--- config.mk ---
export PLATFORM = sky130hd
export DESIGN_NAME = uart_rx_assembler_flat
export DESIGN_NICKNAME = d
export VERILOG_FILES = /design/src/rtl/uart_rx_assembler_if.sv /design/src/rtl/uart_rx_assembler.sv /design/src/flat_wrapper.sv
export SDC_FILE = /design/constraint.sdc
export NUM_CORES = 1
export LEC_CHECK = 0
export ABC_AREA = 1
export CAP_MARGIN = 0
export CORE_MARGIN = 5
export CORE_UTILIZATION = 35
export CTS_BUF_LIST = sky130_fd_sc_hd__clkbuf_8
export DETAILED_ROUTE_END_ITERATION = 7
export GPL_ROUTABILITY_DRIVEN = 0
export PLACE_DENSITY_LB_ADDON = 0.12
export SETUP_SLACK_MARGIN = 0.3
export SYNTH_ARGS = -nofsm -noshare
export SYNTH_HDL_FRONTEND = slang
export SYNTH_SLANG_ARGS = --single-unit
export TNS_END_PERCENT = 5
--- constraint.sdc ---
create_clock -name clk -period 1.9 [get_ports clk]
set_input_delay 0.38 -clock clk [delete_from_list [all_inputs] [get_ports clk]]
set_output_delay 0.38 -clock clk [all_outputs]
set_load 0.005 [all_outputs]
--- src/rtl/uart_rx_assembler_if.sv ---
// UART RX FIFO / AES block handshake bundle for the word-to-block assembler.
`timescale 1ns/1ps

interface uart_rx_assembler_if #(
    parameter int unsigned DATA_WIDTH = 32,
    parameter int unsigned N_AES      = 128
);
    logic                  rx_empty;
    logic [DATA_WIDTH-1:0] rx_data;
    logic                  rd_uart;
    logic                  clear;
    logic                  out_ready;
    logic [N_AES-1:0]      out;
    logic                  out_valid;

    // Producer side: FIFO status/data, abort and AES ready.
    modport master (
        output rx_empty, rx_data, clear, out_ready,
        input  rd_uart, out, out_valid
    );

    // Assembler side.
    modport slave (
        input  rx_empty, rx_data, clear, out_ready,
        output rd_uart, out, out_valid
    );
endinterface

--- src/rtl/uart_rx_assembler.sv ---
// Pops 32-bit words from the UART RX FIFO and packs four of them into one
// 128-bit block for the AES input. Words 0..2 of the next block are collected
// while the previous block waits for the AES side; only the final word stalls.
`timescale 1ns/1ps

module uart_rx_assembler #(
    parameter int unsigned DATA_WIDTH = 32,
    parameter int unsigned N_AES      = 128
) (
    input  logic                 clk,
    input  logic                 reset_n,
    uart_rx_assembler_if.slave   bus
);

    localparam int unsigned BUF_W = 3 * DATA_WIDTH;

    // Collect state doubles as the count of words held in the buffer.
    typedef enum logic [1:0] {
        W0 = 2'd0,
        W1 = 2'd1,
        W2 = 2'd2,
        W3 = 2'd3
    } state_e;

    state_e             state_q, state_d;
    logic [BUF_W-1:0]   buf_q,   buf_d;
    logic [N_AES-1:0]   out_q,   out_d;
    logic               valid_q, valid_d;
    logic               rd_c;
    logic               consume_c;

    // Pop strobe: the final word waits until the presented block is gone or leaving.
    always_comb begin
        rd_c      = reset_n && !bus.rx_empty && !bus.clear &&
                    ((state_q != W3) || !valid_q || bus.out_ready);
        consume_c = valid_q && bus.out_ready;
    end

    // State, buffer and output block registers.
    always_ff @(posedge clk or negedge reset_n) begin
        if (!reset_n) begin
            state_q <= W0;
            buf_q   <= '0;
            out_q   <= '0;
            valid_q <= 1'b0;
        end else begin
            state_q <= state_d;
            buf_q   <= buf_d;
            out_q   <= out_d;
            valid_q <= valid_d;
        end
    end

    // Next-state: word capture, block hand-off, consumption and abort.
    always_comb begin
        state_d = state_q;
        buf_d   = buf_q;
        out_d   = out_q;
        valid_d = valid_q;

        if (bus.clear) begin
            state_d = W0;
            valid_d = 1'b0;
        end else begin
            if (consume_c) begin
                valid_d = 1'b0;
            end
            if (rd_c) begin
                case (state_q)
                    W0: begin
                        buf_d[DATA_WIDTH-1:0] = bus.rx_data;
                        state_d               = W1;
                    end
                    W1: begin
                        buf_d[2*DATA_WIDTH-1:DATA_WIDTH] = bus.rx_data;
                        state_d                          = W2;
                    end
                    W2: begin
                        buf_d[3*DATA_WIDTH-1:2*DATA_WIDTH] = bus.rx_data;
                        state_d                            = W3;
                    end
                    default: begin
                        out_d   = N_AES'({bus.rx_data, buf_q});
                        valid_d = 1'b1;
                        state_d = W0;
                    end
                endcase
            end
        end
    end

    assign bus.rd_uart   = rd_c;
    assign bus.out       = out_q;
    assign bus.out_valid = valid_q;

endmodule
--- src/flat_wrapper.sv ---
// flat-port wrapper written by rule: the top's interface ports become plain ports
module uart_rx_assembler_flat 
#(
    parameter int unsigned DATA_WIDTH = 32,
    parameter int unsigned N_AES      = 128
)
  (clk, reset_n, bus_rx_empty, bus_rx_data, bus_clear, bus_out_ready, bus_rd_uart, bus_out, bus_out_valid);
  uart_rx_assembler_if #(.DATA_WIDTH(DATA_WIDTH), .N_AES(N_AES)) bus_i ();
  input  logic clk;
  input  logic reset_n;
  input wire logic [$bits(bus_i.rx_empty)-1:0] bus_rx_empty;
  input wire logic [$bits(bus_i.rx_data)-1:0] bus_rx_data;
  input wire logic [$bits(bus_i.clear)-1:0] bus_clear;
  input wire logic [$bits(bus_i.out_ready)-1:0] bus_out_ready;
  output wire logic [$bits(bus_i.rd_uart)-1:0] bus_rd_uart;
  output wire logic [$bits(bus_i.out)-1:0] bus_out;
  output wire logic [$bits(bus_i.out_valid)-1:0] bus_out_valid;
  assign bus_i.rx_empty = bus_rx_empty;
  assign bus_i.rx_data = bus_rx_data;
  assign bus_i.clear = bus_clear;
  assign bus_i.out_ready = bus_out_ready;
  assign bus_rd_uart = bus_i.rd_uart;
  assign bus_out = bus_i.out;
  assign bus_out_valid = bus_i.out_valid;
  uart_rx_assembler #(.DATA_WIDTH(DATA_WIDTH), .N_AES(N_AES)) u_core (.clk(clk), .reset_n(reset_n), .bus(bus_i));
endmodule
==> results_dict.tcl <==
set metrics [dict create \
    outcome "complete, no violations" \
    clk-insertion-delay-late_ns 0.52 \
    maxSlewHeadroom_pct 50.85 \
    cp_data_required_time_ns 1.52 \
    floorplan.rows 60 \
    pin_count_of_the_biggest_net_entering_global_routing 131 \
    max-vdd-ir-drop_uv 348.4 \
    synth.yosys.seq_area_share_pct 60.34 \
    clockBufferDepth 3 \
    core_area_sq_mm 0.02673 \
    finalPower_mw 10.68 \
    synth-warning-count 0 \
    holdPathStages 2 \
    synthTopCellsByArea "sky130_fd_sc_hd__dfrtp_1 (60%), sky130_fd_sc_hd__nand2_1 (18%), sky130_fd_sc_hd__nand4_1 (15%)" \
    synth_top_area_cell "sky130_fd_sc_hd__dfrtp_1" \
    detail_route.iter0.violations 695 \
    cp_data_arrival_time_ns 1.40 \
    cell_area_after_synthesis_sq_mm 0.009414 \
    post_drt_wl_per_cell_microns 18.39 \
    tritoncts "built" \
    post_route_cells_drive_above_1_share_pct 9.189 \
    final_clock_period_utilization_by_the_worst_path_pct 93.88 \
    critPathKind "flop to primary output" \
    timing_hold_violations_final 0 \
    grt_antenna_before_repair 0 \
    remaining_drc_errors 0 \
    synthToLayoutAreaGrowth_pct 32.16 \
    detailedPlacementHpwl_microns 17670 \
    synthCells 1028 \
    largest_fanout_on_the_critical_path 2 \
    via_count_of_the_first_global_routing_pass 7906 \
    r2r_cell_count 8 \
    die_h_microns 174.0 \
    finished_core_util_pct 46.55 \
    r2r_slack_ns 0.18 \
    mean_instance_size_in_the_synthesized_netlist_sq_um 9.158 \
    floorplan.die_area_sq_mm 0.03028 \
    timing_worst_slew_pin_value_ns 0.7372 \
    totalWireLength_microns 28490 \
    critical_path.cell_chain "clkdlybuf4s50_1" \
    grt_remaining_overflow 0 \
    port_buffers 166 \
    clkSlewWorstSetupHoldPaths_ns 0.06 \
    syn-num-nets 1070 \
    net_total_in_the_final_layout 1224 \
    finClkSkew_ns 0.02290 \
    startpoint_type "flop" \
    fin_crit_period_ns 1.784 \
    maxCapViolCount 0 \
    worstPathBufferInverterCount 1 \
    post_synth_most_frequent_cells "sky130_fd_sc_hd__nand2_1 (454), sky130_fd_sc_hd__dfrtp_1 (227), sky130_fd_sc_hd__nand4_1 (225), sky130_fd_sc_hd__buf_2 (42), sky130_fd_sc_hd__clkbuf_1 (37)" \
    drt_pass1_iterations 4 \
    crit_slowest_cell "sky130_fd_sc_hd__clkdlybuf4s50_1" \
    p_leak_nw 6.416 \
    cts_inserted_buffers 41 \
    clock_tree.htree_level_count 2 \
    synth_edf_count 0 \
    routed-via-count 7891 \
    worstReg2RegEnd "u_core.buf_q[72]" \
    ys_types 14 \
    die_w_microns 174.0 \
    route.antenna.remaining_nets 0 \
    slew_viol_final 0 \
    rr_startpoint "u_core.state_q[1]" \
    critical_path.max_stage_delay_ns 0.55 \
    hold_path.class "flop to flop" \
    grt_resource_usage_total_pct 18.42 \
    crit_family "buffers and inverters" \
    grt_pass1_wl_microns 45640 \
    ys_seq_elements 227 \
    synth_top_area_share_pct 60.34 \
    synth_top_flop_cell "sky130_fd_sc_hd__dfrtp_1" \
    min-delay-start "u_core.bus.out[50]" \
    setup.worst_path.end_class "primary output" \
    synth_most_common_cell "sky130_fd_sc_hd__nand2_1" \
    clk_root_buffer_cell "sky130_fd_sc_hd__clkbuf_8" \
    vias_per_cell 5.094 \
    cts_sinks 227 \
    fmax_mhz 560.6 \
    worstHoldEndpoint "u_core.bus.out[50]" \
    initial_utilization_pct 35.22 \
    powerDensity_mw_per_mm2 858.2 \
    num_antenna_cells 0 \
    synth_async_sr_flop_share_pct 100.0 \
    floorplan.io_pins 167 \
    grt_setup_unrepaired "true" \
    setup_viol 0 \
]
==> cells in the final DEF, fill, tap and decap left out, drive strengths merged <==
master / n
inv: 18
nor2: 3
dfrtp: 227
dlygate4sd3: 1
clkinvlp: 1
clkinv: 3
buf: 43
dlymetal6s2s: 1
nand4: 225
nand2: 454
ha: 5
clkdlybuf4s15: 9
clkbuf: 55
clkdlybuf4s50: 152
nand3: 9
dlygate4sd2: 2
==> area by class of cell <==
| class | count | area (sq um) |
|---|---|---|
| clock buffers | 55 | 757.0 |
| clock inverters | 14 | 60.06 |
| fillers | 2633 | 14280 |
| inverters | 8 | 30.03 |
| multi-input cells | 696 | 3301 |
| flip-flops and latches | 227 | 5680 |
| well taps | 341 | 426.7 |
| repair buffers | 208 | 2187 |
==> registers in the layout, indices dropped and copies added (netlist names) <==
name                  flops
u_core.buf_q             96
u_core.state_q            2
u_core.bus.out_valid      1
u_core.bus.out          128
==> worst min-delay path, stage by stage (launching register included) <==
cell and delay (ns):
sky130_fd_sc_hd__dfrtp_1 0.34, sky130_fd_sc_hd__nand2_1 0.05, sky130_fd_sc_hd__nand2_1 0.04
==> worst max path at each step <==
stage          slack (ns)                to  depth (start not counted)           startpoint
4_1_cts              0.08      bus_out[116]                          1  u_core.bus.out[116]
6_report             0.12        bus_out[3]                          1    u_core.bus.out[3]
3_5_place_dp        -0.21       bus_rd_uart                          7         bus_rx_empty
2_1_floorplan        0.40  u_core.buf_q[10]                          8    u_core.state_q[0]
5_1_grt              0.06       bus_out[83]                          1   u_core.bus.out[83]
3_3_place_gp        -0.23       bus_rd_uart                          7         bus_rx_empty
==> layer usage <==
metal	vias to the layer above	wire length, microns	track usage [%]
met5	-	0	0
met4	0	370	4.553
met3	28	1554	4.197
met2	218	12380	26.22
met1	3832	14180	28.39
li1	3813	-	-
==> power breakdown <==
part	internal, mW	switching [mW]
logic	0.284	0.477
registers	5.19	0.197
clock network	2.56	1.97
==> cell families after synthesis <==
group	synth area share, %
buf+inv	5.263
flops	60.34
simple gates	33.73
fa+ha+maj	0.6645
==> through the flow <==
stage	instances	hold WS [ns]	worst slack (ns)	cell area (sq um)	setup TNS, ns
floorplan	1028	0.08441	0.4039	9414	0
global placement	1477	0.4539	-0.2269	11580	-16.75
detailed placement	1477	0.4578	-0.2103	11580	-17.02
CTS	1549	0.4672	0.07781	12430	0
global route	1549	0.4815	0.05617	12440	0
finish	1549	0.4673	0.1163	12440	0
==> timing repair <==
action / 4_1_cts / 5_1_grt
buffers inserted: 2 / 0
hold endpoints to repair: 25 / 0
endpoints found under the setup margin: 247 / 366
pin swaps: 2 / 0
gates cloned: 0 / 0
hold buffers: 1 / 0
gates resized for setup: 29 / 3
Note: power is estimated with default switching activity, not from simulation.
